<file path="src/rtl/bit_align_ctrl.sv">
// Multi-lane alignment sequencer: tries auto pattern-detect on each bit_align lane,
// falls back to a manual 0..23 shift sweep, and records per-lane lock and shift.
module bit_align_ctrl #(
  parameter int NUM_LANES     = 4,
  parameter int SETTLE_CYCLES = 4,
  parameter int LOCK_COUNT    = 8,
  parameter int VERIFY_WINDOW = 32
) (
  input  logic                   clk,
  input  logic                   data_rst,
  input  logic                   start,
  input  logic [NUM_LANES-1:0]   lane_align_done,
  input  logic [5*NUM_LANES-1:0] lane_shift_in,
  output logic [NUM_LANES-1:0]   lane_align_start,
  output logic [NUM_LANES-1:0]   lane_align_to_fclk,
  output logic [5*NUM_LANES-1:0] lane_extra_shift,
  output logic                   busy,
  output logic                   done,
  output logic [NUM_LANES-1:0]   lock_mask,
  output logic [5*NUM_LANES-1:0] locked_shift,
  output logic                   all_locked
);

  typedef enum logic [2:0] {
    IDLE, AUTO_SETTLE, AUTO_VERIFY, SWEEP_SETTLE, SWEEP_VERIFY, CAPTURE, NEXT, DONE
  } state_t;

  localparam int              LW          = (NUM_LANES > 1) ? $clog2(NUM_LANES) : 1;
  localparam logic [LW-1:0]   LAST_LANE   = LW'(NUM_LANES - 1);
  localparam logic [LW-1:0]   LANE_ONE    = LW'(1);
  localparam logic [15:0]     SETTLE_LAST = 16'(SETTLE_CYCLES - 1);
  localparam logic [15:0]     LOCK_TGT    = 16'(LOCK_COUNT);
  localparam logic [15:0]     WIN_TGT     = 16'(VERIFY_WINDOW);
  localparam logic [4:0]      MAX_SHIFT   = 5'd23;

  state_t         state_q, state_d;
  logic [LW-1:0]  lane_q, lane_d;
  logic [4:0]     sweep_q, sweep_d;
  logic [15:0]    settle_q, settle_d, lock_q, lock_d, win_q, win_d;
  logic           fail_lane, lane_active_d;
  logic [NUM_LANES-1:0] mask_d;
  logic [4:0]     shift_in_arr [NUM_LANES];
  logic [4:0]     extra_q      [NUM_LANES];
  logic [4:0]     locked_q     [NUM_LANES];

  for (genvar g = 0; g < NUM_LANES; g++) begin : g_pack
    assign shift_in_arr[g]          = lane_shift_in[5*g +: 5];
    assign lane_extra_shift[5*g +: 5] = extra_q[g];
    assign locked_shift[5*g +: 5]     = locked_q[g];
  end

  always_ff @(posedge clk or posedge data_rst) begin
    if (data_rst) begin
      state_q  <= IDLE;
      lane_q   <= '0;
      sweep_q  <= '0;
      settle_q <= '0;
      lock_q   <= '0;
      win_q    <= '0;
    end else begin
      state_q  <= state_d;
      lane_q   <= lane_d;
      sweep_q  <= sweep_d;
      settle_q <= settle_d;
      lock_q   <= lock_d;
      win_q    <= win_d;
    end
  end

  // Success is tested before window expiry so a lock on the last window cycle wins.
  always_comb begin
    state_d   = state_q;
    lane_d    = lane_q;
    sweep_d   = sweep_q;
    settle_d  = settle_q;
    lock_d    = lock_q;
    win_d     = win_q;
    fail_lane = 1'b0;
    case (state_q)
      IDLE: if (start) begin
        state_d  = AUTO_SETTLE;
        lane_d   = '0;
        sweep_d  = '0;
        settle_d = '0;
      end
      AUTO_SETTLE, SWEEP_SETTLE: begin
        if (settle_q == SETTLE_LAST) begin
          state_d  = (state_q == AUTO_SETTLE) ? AUTO_VERIFY : SWEEP_VERIFY;
          settle_d = '0;
          lock_d   = '0;
          win_d    = '0;
        end else begin
          settle_d = settle_q + 16'd1;
        end
      end
      AUTO_VERIFY, SWEEP_VERIFY: begin
        lock_d = lane_align_done[lane_q] ? lock_q + 16'd1 : '0;
        win_d  = win_q + 16'd1;
        if (lock_d == LOCK_TGT) begin
          state_d = CAPTURE;
        end else if (win_d == WIN_TGT) begin
          settle_d = '0;
          if (state_q == AUTO_VERIFY) begin
            state_d = SWEEP_SETTLE;
            sweep_d = '0;
          end else if (sweep_q != MAX_SHIFT) begin
            state_d = SWEEP_SETTLE;
            sweep_d = sweep_q + 5'd1;
          end else begin
            state_d   = NEXT;
            fail_lane = 1'b1;
          end
        end
      end
      CAPTURE: state_d = NEXT;
      NEXT: begin
        if (lane_q == LAST_LANE) begin
          state_d = DONE;
        end else begin
          lane_d   = lane_q + LANE_ONE;
          settle_d = '0;
          state_d  = AUTO_SETTLE;
        end
      end
      DONE:    state_d = IDLE;
      default: state_d = IDLE;
    endcase
  end

  always_comb begin
    mask_d        = lock_mask;
    lane_active_d = (state_d == AUTO_SETTLE) || (state_d == AUTO_VERIFY) ||
                    (state_d == SWEEP_SETTLE) || (state_d == SWEEP_VERIFY);
    if (state_q == IDLE && start)  mask_d = '0;
    else if (state_q == CAPTURE)   mask_d[lane_q] = 1'b1;
    else if (fail_lane)            mask_d[lane_q] = 1'b0;
  end

  // Outputs are registered from the next-state decode; idle lanes keep their mode/shift.
  always_ff @(posedge clk or posedge data_rst) begin
    if (data_rst) begin
      lane_align_start   <= '0;
      lane_align_to_fclk <= '0;
      busy               <= 1'b0;
      done               <= 1'b0;
      lock_mask          <= '0;
      all_locked         <= 1'b0;
      for (int i = 0; i < NUM_LANES; i++) begin
        extra_q[i]  <= '0;
        locked_q[i] <= '0;
      end
    end else begin
      busy             <= (state_d != IDLE) && (state_d != DONE);
      done             <= (state_d == DONE);
      lane_align_start <= '0;
      if (lane_active_d) lane_align_start[lane_d] <= 1'b1;
      if (state_d == AUTO_SETTLE || state_d == AUTO_VERIFY) begin
        lane_align_to_fclk[lane_d] <= 1'b0;
        extra_q[lane_d]            <= '0;
      end else if (state_d == SWEEP_SETTLE || state_d == SWEEP_VERIFY) begin
        lane_align_to_fclk[lane_d] <= 1'b1;
        extra_q[lane_d]            <= sweep_d;
      end
      lock_mask  <= mask_d;
      all_locked <= &mask_d;
      if (state_q == IDLE && start) begin
        for (int i = 0; i < NUM_LANES; i++) locked_q[i] <= '0;
      end else if (state_q == CAPTURE) begin
        locked_q[lane_q] <= shift_in_arr[lane_q];
      end else if (fail_lane) begin
        locked_q[lane_q] <= '0;
      end
    end
  end

endmodule

</file>
<file path="config.mk">
export PLATFORM = sky130hd
export DESIGN_NAME = bit_align_ctrl
export DESIGN_NICKNAME = d
export VERILOG_FILES = /design/src/rtl/bit_align_ctrl.sv
export SDC_FILE = /design/constraint.sdc
export NUM_CORES = 1
export LEC_CHECK = 0
export ABC_AREA = 0
export CORE_MARGIN = 2
export CORE_UTILIZATION = 55
export DETAILED_ROUTE_END_ITERATION = 8
export GPL_ROUTABILITY_DRIVEN = 0
export HOLD_SLACK_MARGIN = 0.15
export PLACE_DENSITY_LB_ADDON = 0.1
export SLEW_MARGIN = 20
export SYNTH_ARGS = -nofsm -noshare
export SYNTH_HDL_FRONTEND = slang
export SYNTH_SLANG_ARGS = --single-unit
export TNS_END_PERCENT = 50
</file>
<file path="constraint.sdc">
create_clock -name clk -period 5.4 [get_ports clk]
set_input_delay 1.08 -clock clk [delete_from_list [all_inputs] [get_ports clk]]
set_output_delay 1.08 -clock clk [all_outputs]
set_load 0.05 [all_outputs]
</file>
After elaboration in Yosys (flattened, before gate mapping)
Index checks and enable logic that the tools add are counted.
Operators by class
  add/sub/neg operators: 5
  magnitude comparators: 8
  equal/unequal tests: 23
  mux-type cells: 59
  bitwise operators: 12
  reduce and logical (&&, ||, !) cells: 21
Operators by type and width (count)
  $mux 16: 7
  $mux 20: 5
  $pmux 16 s2: 2
  $pmux 16 s4: 1
  $add 16x1->16 const B: 3
  $mux 5: 9
  $and 20x20->20: 2
  $bwmux 20: 2
  $not 20->20: 2
  $mux 3: 8
  $mux 4: 6
  $demux 5 s2: 2
  $eq 3x3->1 const B: 6
  $pmux 3 s6: 1
  $eq 16x2->1 const B: 1
  $eq 16x4->1 const B: 1
  $eq 16x6->1 const B: 1
  $eq 3x2->1 const B: 4
  $bmux 5 s2: 1
  $ne 2x2->1 const B: 5
  $pmux 5 s2: 1
  $and 4x4->4: 2
  $mux 1: 8
  $not 4->4: 2
  other kinds (26): 46
Storage, ports and cells
  register bits after elaboration: 113
  input bits: 27
  output and inout port bits: 55

Logic depth before layout (Yosys ltp)
Gate-level depths: netlist of run 1.
  depth in word-level cells: 11
  depth in mapped cells: 13

Least setup slack after synthesis of run 1
No wires, ideal clock.
  path kind: input port to flip-flop
  start: in lane_align_done[3]
  end: reg extra_q (netlist bit lane_extra_shift[16])
  arrival time: 3346 ps
  required time: 5332 ps
  path slack: 1985 ps
  cell stages on the path: 9
  buffers on the path: 0
  cells stage by stage: mux4_2 -> nand4b_1 -> nor3_1 -> o2111a_1 -> a2111oi_4 -> nand2_4 -> or4b_4 -> nand2_4 -> a32o_1
Between the ends
  word-level cells in the longest chain between the ends: 9
RTL lines
  from (decl): RTL line 12  | input logic [NUM_LANES-1:0] lane_align_done,
  $bmux 1 s2: RTL line 97  | lock_d = lane_align_done[lane_q] ? lock_q + 16'd1 : '0;
  $mux 1 (implied by the code): RTL line 97
  $mux 16: RTL line 97
  $eq 16x4->1: RTL line 99  | if (lock_d == LOCK_TGT) begin
  $mux 5: RTL line 99
  $pmux 5 s2: RTL line 79  | case (state_q)
  net sweep_d[1]: RTL line 38  | logic [4:0] sweep_q, sweep_d;
  $bwmux 20: RTL line 162  | extra_q[lane_d] <= sweep_d;
  $mux 20: RTL line 160  | end else if (state_d == SWEEP_SETTLE || state_d == SWEEP_VERIFY) begin
  $mux 20: RTL line 157  | if (state_d == AUTO_SETTLE || state_d == AUTO_VERIFY) begin
  to (signal, indexed assignment): RTL line 162
  to (decl): RTL line 43  | logic [4:0] extra_q [NUM_LANES];
The timed path passes the listed nets, and every way through them passes these cells. The select of a mux whose other input is x is not followed.
A chain may end at the register's enable or synchronous reset.

Final worst setup path of run 1
  start: reg lock_q[2]
  end: reg extra_q (netlist bit lane_extra_shift[19])
Between the ends
  word-level cells in the longest chain between the ends: 8
RTL lines
  from (decl): RTL line 39  | logic [15:0] settle_q, settle_d, lock_q, lock_d, win_q, win_d;
  from (signal assigned): RTL line 65  | lock_q <= lock_d;
  $add 16x1->16 *: RTL line 97
  $mux 16 *: RTL line 97
  $eq 16x4->1 *: RTL line 99
  $mux 3 / $mux 5 (equally long branches): RTL line 99
  $pmux 3 s6 / $pmux 5 s2 (equally long branches): RTL line 79
  $eq 3x1->1 (tied with other cells): RTL line 157
  $logic_or 1x1->1 (tied with other cells): RTL line 157
  $mux 20 / $reduce_bool 2->1 (equally long branches)
Every way passes the cells marked *; elsewhere a longest branch is shown, timed or not. The select of a mux whose other input is x is not followed.

==> results of run 1 <==
[kinds of logic (layout without fill, tap and decap cells)]
logic type,after synthesis,after routing,synth area share
simple gates,224,224,0.196
compound gates,220,220,0.260
flops,113,113,0.461
buf+inv,58,137,0.0404
xor+xnor,11,11,0.0157
mux,9,9,0.0173
fa+ha+maj,5,5,0.0102
[cell type report]
type	instances	area (µm²)
inverters	22	87.6
multi-input cells	469	3060
repair buffers	83	826
well taps	140	175
flip-flops and latches	113	2830
clock inverters	14	153
clock buffers	18	428
fillers	839	3280
[critical path: cells and delay by family, from the launching register on]
family	cells	cell delay, ns
compound gates	5	1.71
simple gates	3	1.27
flops	1	0.64
mux	1	0.24
[stage by stage]
stage                     instances   util  worst slack (ns)  instance area, µm²  power (mW)
after CTS                       859  0.697              1.58                7560        2.74
after global placement          827  0.643              1.26                6980        1.62
after detailed placement        827  0.643              1.20                6980        1.64
final                           859  0.697              1.45                7560        2.74
after floorplan                 640      -              1.33                6140        1.47
after global routing            859  0.697              1.20                7560        2.86
[state kept, by name (all words and copies together) (netlist names), named ones only]
register	cells
win_q	16
lock_mask	4
lock_q	16
all_locked	1
lane_extra_shift	20
locked_shift	20
busy	1
done	1
state_q	3
settle_q	16
lane_align_start	4
sweep_q	5
lane_q	2
[power by group]
group	switching, mW	leakage, nW	internal [mW]
clock	0.419	0.275	0.673
sequential	0.0826	1.54	0.913
combinational	0.440	1.39	0.209
[worst paths after layout]
path                                           from              endpoint  slack (ns)  cells after the start
worst max-delay path                      lock_q[2]  lane_extra_shift[19]        1.45                      9
worst min-delay path            lane_extra_shift[1]   lane_extra_shift[1]        0.50                      1
worst max register to register            lock_q[2]  lane_extra_shift[19]        1.45                      9
worst min register to register  lane_extra_shift[1]   lane_extra_shift[1]        0.50                      1
max in group asynchronous                  data_rst            lock_q[11]        3.47                      3
min in group asynchronous                  data_rst           settle_q[7]        1.06                      2
[layer usage]
layer | global-route usage | vias up
met5 | 0 | -
met3 | 0.0741 | 25
li1 | - | 2534
met4 | 0.0995 | 0
met2 | 0.429 | 202
met1 | 0.358 | 2702
[cell usage in the layout, fill, tap and decap left out, drive strengths merged, types with 5 or more instances in the layout]
cell,count
nor2,53
o21a,7
or3,6
nor3,11
a21oi,38
a31oi,13
mux2i,5
nand2,54
nand4,13
xor2,5
a22oi,11
o31ai,14
a21o,8
nand3,27
and3,15
and2,9
o21ai,54
a32o,17
nor4,9
inv,26
clkdlybuf4s50,81
dfrtp,113
ha,5
xnor2,6
a22o,20
o2bb2ai,5
clkbuf,18
==> impl_metrics.yaml, run 1 <==
setup_path:
  arrival_ns: 4.41
  cp_slowest_cell: "dfrtp_1"
  max_stage_delay_ns: 0.64
  crit_type: "reg2reg"
  cp-start-kind: "register"
  end_kind: "register"
  critPathMaxFanout: 17
  required_ns: 5.86
  cp_cell_sequence: "nand3_1 -> nor4_2 -> mux2i_1 -> o31ai_4 -> nor3b_1 -> o31a_1 -> o211a_4 -> a31o_1 -> a32o_1"
synthesis:
  async_flop_share: 1.00
  ys_types: 78
  yosys_warnings: 0
  synth_top_cell_area_share: 0.461
  synthCells: 640
  avgSynthCellArea_um2: 9.59
  synth_largest_area_cell: "dfrtp_1"
  synth_ff_type: "dfrtp_1"
  syn_area_mm2: 0.00614
  synth-seq-cells: 113
  yosys-top-cells-count: "dfrtp_1 (113), nor2_1 (53), nand2_1 (52)"
  ys_top_cells_by_area: "dfrtp_1 (46%), o21ai_0 (4.1%), nor2_1 (3.2%)"
  synthesis.nets: 672
  synth_edf_count: 0
  ys_seq_area_frac: 0.461
  yosys.cell_count.top_type: "dfrtp_1"
cells_and_area:
  num_antenna_cells: 0
  drive_above_1_share: 0.0960
  layout.nets: 738
  syn2layout_area_growth_pct: 23.2
placed_design:
  port_buffers: 81
  hpwlAfterDp_mm: 10.4
clocking:
  root_buffer: "clkbuf_8"
  post_cts_resized: 0
  clock_sinks: 113
  post_cts_buffers: 0
  postCtsHoldBufs: 0
  cts_max_path_buffers: 2
  cts-buffers-inserted: 17
  cts_tree: "yes"
  h-tree-depth: 4
  clk_pin_slew_ns: 0.06
  insertion_delay_ns: 0.54
global_route:
  gr-total-overflow: 0
  grt_pass1_vias: 5234
  grt_pass1_wl_mm: 25.4
  track_usage: 0.271
  antenna_found_initial: 0
  grt_max_degree: 86
detailed_routing:
  drt_iter0_markers: 366
  wl_per_cell_um: 18.0
  highest_layer: "met4"
  first_pass_iters: 5
  drc_errors: 0
  vias: 5463
  wl_met2_mm: 7.62
  drt-total-wl_mm: 15.4
  routed_via_density: 6.36
  wl_met3_um: 945
  wl_met1_mm: 6.60
  final_antenna_net_count: 0
sta:
  slew_viol_final: 0
  hold_ws_ns: 0.496
  setup_viol_count_final: 0
  timing_hold_violations_final: 0
  max_slew_margin: 0.407
  post-route-period-util: 0.731
  fin_crit_ns: 3.95
  tns_ns: 0
  grt_setup_unrepaired: "no"
  skew_ns: 0.0123
  max_freq_ghz: 0.253
  worst_pin_slew_ns: 0.889
floorplan:
  rows: 38
  die_h_um: 110
  ios: 82
  die_w_um: 110
  die_area_mm2: 0.0120
  start_util: 0.566
  core_area_mm2: 0.0108
power_and_ir_drop:
  p_leak_nw: 3.21
  ir_worst_vdd_v: 0.000226
  powerDensity_mw_per_mm2: 362
status:
  status: "complete, no violations"
min_path:
  worstHoldPathType: "reg2reg"
run:
  cap_violations: 0
(Power assumes the default switching activity.)
==> run 2: changes to the inputs <==
- CORE_UTILIZATION: 55 -> 50
- clock period: 5.4 -> 3.3 ns (I/O delays scaled with it)
==> run 2 against run 1 <==
Net effect:
- the run now ends with negative setup slack left
- clock power is 79% higher
- clock-buffer cell count stayed put
- fmax is 19% higher
- combinational power is 120% higher
- critical path depth is 3 higher
- sequential share of layout area is 3.6 points lower
- largest cell class unchanged
==> impl_metrics.yaml, run 2 (synthesis gave the netlist of run 1 again) <==
status:
  status: "finished with violations"
  failed_checks: "negative setup slack"
clocking:
  cts_tree: "yes"
  cts-buffers-inserted: 17
  cts_max_path_buffers: 2
  clk_pin_slew_ns: 0.06
  postCtsHoldBufs: 0
  clock_sinks: 113
  h-tree-depth: 4
  insertion_delay_ns: 0.41
  root_buffer: "clkbuf_16"
floorplan:
  die_h_um: 115
  core_area_mm2: 0.0120
  die_area_mm2: 0.0132
  ios: 82
  die_w_um: 115
  rows: 40
  start_util: 0.511
setup_path:
  r2r_slack_ns: -0.01
  reg2reg_depth: 12
  cp-start-kind: "register"
  crit_type: "reg2reg"
  reg2reg_from: "win_q[1]"
  arrival_ns: 3.61
  critPathMaxFanout: 8
  r2r_end: "lane_extra_shift[7]"
  required_ns: 3.60
  end_kind: "register"
sta:
  hold_ws_ns: 0.494
  skew_ns: 0.0105
  timing_hold_violations_final: 0
  max_slew_margin: 0.543
  slew_viol_final: 0
  worst_pin_slew_ns: 0.680
  post-route-period-util: 1.00
  grt_setup_unrepaired: "yes"
  fin_crit_ns: 3.31
  setup_viol_count_final: 2
  fin_ws_ns: -0.0119
  max_freq_ghz: 0.302
power_and_ir_drop:
  p_sw_mw: 1.62
  p_total_mw: 5.00
  pwr-share-comb: 0.288
  switching_share: 0.324
  p_seq_frac: 0.321
  powerDensity_mw_per_mm2: 596
  p_leak_nw: 3.68
  clkPwrFrac: 0.391
  ir_worst_vdd_v: 0.000471
  p_int_mw: 3.38
detailed_routing:
  drt_iter0_markers: 347
  vias: 5655
  wl_per_cell_um: 17.4
  routed_via_density: 6.04
  drc_errors: 0
  drt-total-wl_mm: 16.3
  final_antenna_net_count: 0
  first_pass_iters: 6
cells_and_area:
  layout_commonest_cell: "dfrtp_1"
  layout_common_cells: "dfrtp_1 (106), clkdlybuf4s50_1 (81), buf_4 (64), nor2_1 (52), nand2_1 (52)"
  nFillCells: 906
  num_antenna_cells: 0
  seqCellArea_mm2: 0.00284
  instances_no_fill: 937
  syn2layout_area_growth_pct: 36.6
  layout.nets: 809
  drive_above_1_share: 0.201
  multi_input_area_mm2: 0.00320
global_route:
  grt_pass1_wl_mm: 26.6
  grt_pass1_vias: 5452
  grt_max_degree: 114
  track_usage: 0.252
  antenna_found_initial: 0
  gr-total-overflow: 0
placed_design:
  dp.cells: 893
  hpwlAfterDp_mm: 10.8
  pre_cts_slack_ns: -0.246
  port_buffers: 81
run:
  cap_violations: 0
min_path:
  holdPathStages: 1
  worstHoldPathType: "reg2reg"
  min-delay-start: "settle_q[0]"
  hold_path_end: "settle_q[0]"
run 2: cell types whose count changed in the layout (fill, tap and decap cells not counted), moves of 4 or more:
cell / previous run / this run
buf_4: 2 / 64
dfrtp_2: 0 / 7
dfrtp_1: 113 / 106
nor4_4: 0 / 4
buf_6: 0 / 4
run 2: stage by stage:
step	area (µm²)	util	setup TNS [ns]
2_1_floorplan	6140	-	0
3_3_place_gp	7470	0.622	-3.35
3_5_place_dp	7470	0.622	-7.44
4_1_cts	8120	0.676	-0.0307
5_1_grt	8380	0.698	-1.77
6_report	8380	0.698	-0.0221
run 2: layout make-up:
cell class                 instances  share of cell area
sequential                       113               0.338
inverter                          22              0.0103
timing repair buffer             154               0.173
clock buffer                      18              0.0512
multi-input combinational        469               0.381
clock inverter                    14              0.0245
tap                              147              0.0219
run 2: worst max-delay path, cell delays in order (launching register included):
cell and delay [ns]:
dfrtp_2 0.41, ha_4 0.15, nand4_1 0.20, buf_4 0.22, or4_1 0.45, o211ai_1 0.16
or3_4 0.24, nor4_4 0.04, o31a_1 0.34, o211a_4 0.31, a31o_4 0.26, clkbuf_16 0.17
a32o_1 0.24
run 2: power by group through the flow:
stage | sequential, mW | combinational, mW | clock (mW)
3_3_place_gp | 1.61 | 1.26 | 0
4_1_cts | 1.60 | 1.32 | 1.98
3_5_place_dp | 1.62 | 1.28 | 0
2_1_floorplan | 1.72 | 0.687 | 0
5_1_grt | 1.62 | 1.57 | 2.04
6_report | 1.60 | 1.44 | 1.95
run 2: worst max-delay path by stage:
stage,from,to,cells after the start
after floorplan,lock_q[0],lane_extra_shift[11],13
after global placement,lane_align_done[3],lane_extra_shift[16],11
after detailed placement,lane_align_done[1],lane_extra_shift[17],12
after CTS,win_q[1],lane_extra_shift[5],11
after global routing,win_q[1],lane_extra_shift[7],12
final,win_q[1],lane_extra_shift[7],12
run 2: layer usage:
metal | routed length [µm] | share of wire | track usage
met2 | 8210 | 0.50 | 0.415
met1 | 7140 | 0.44 | 0.335
met4 | 180 | 0.011 | 0.0659
met5 | 0 | 0 | 0
met3 | 746 | 0.046 | 0.0669
run 2: repair_timing:
| item | 4_1_cts | 5_1_grt |
|---|---|---|
| endpoints found under the setup margin | 22 | 67 |
| resized for setup | 4 | 32 |
| pin swaps | 2 | 17 |
| buffers inserted | 0 | 10 |
| gates cloned | 0 | 2 |
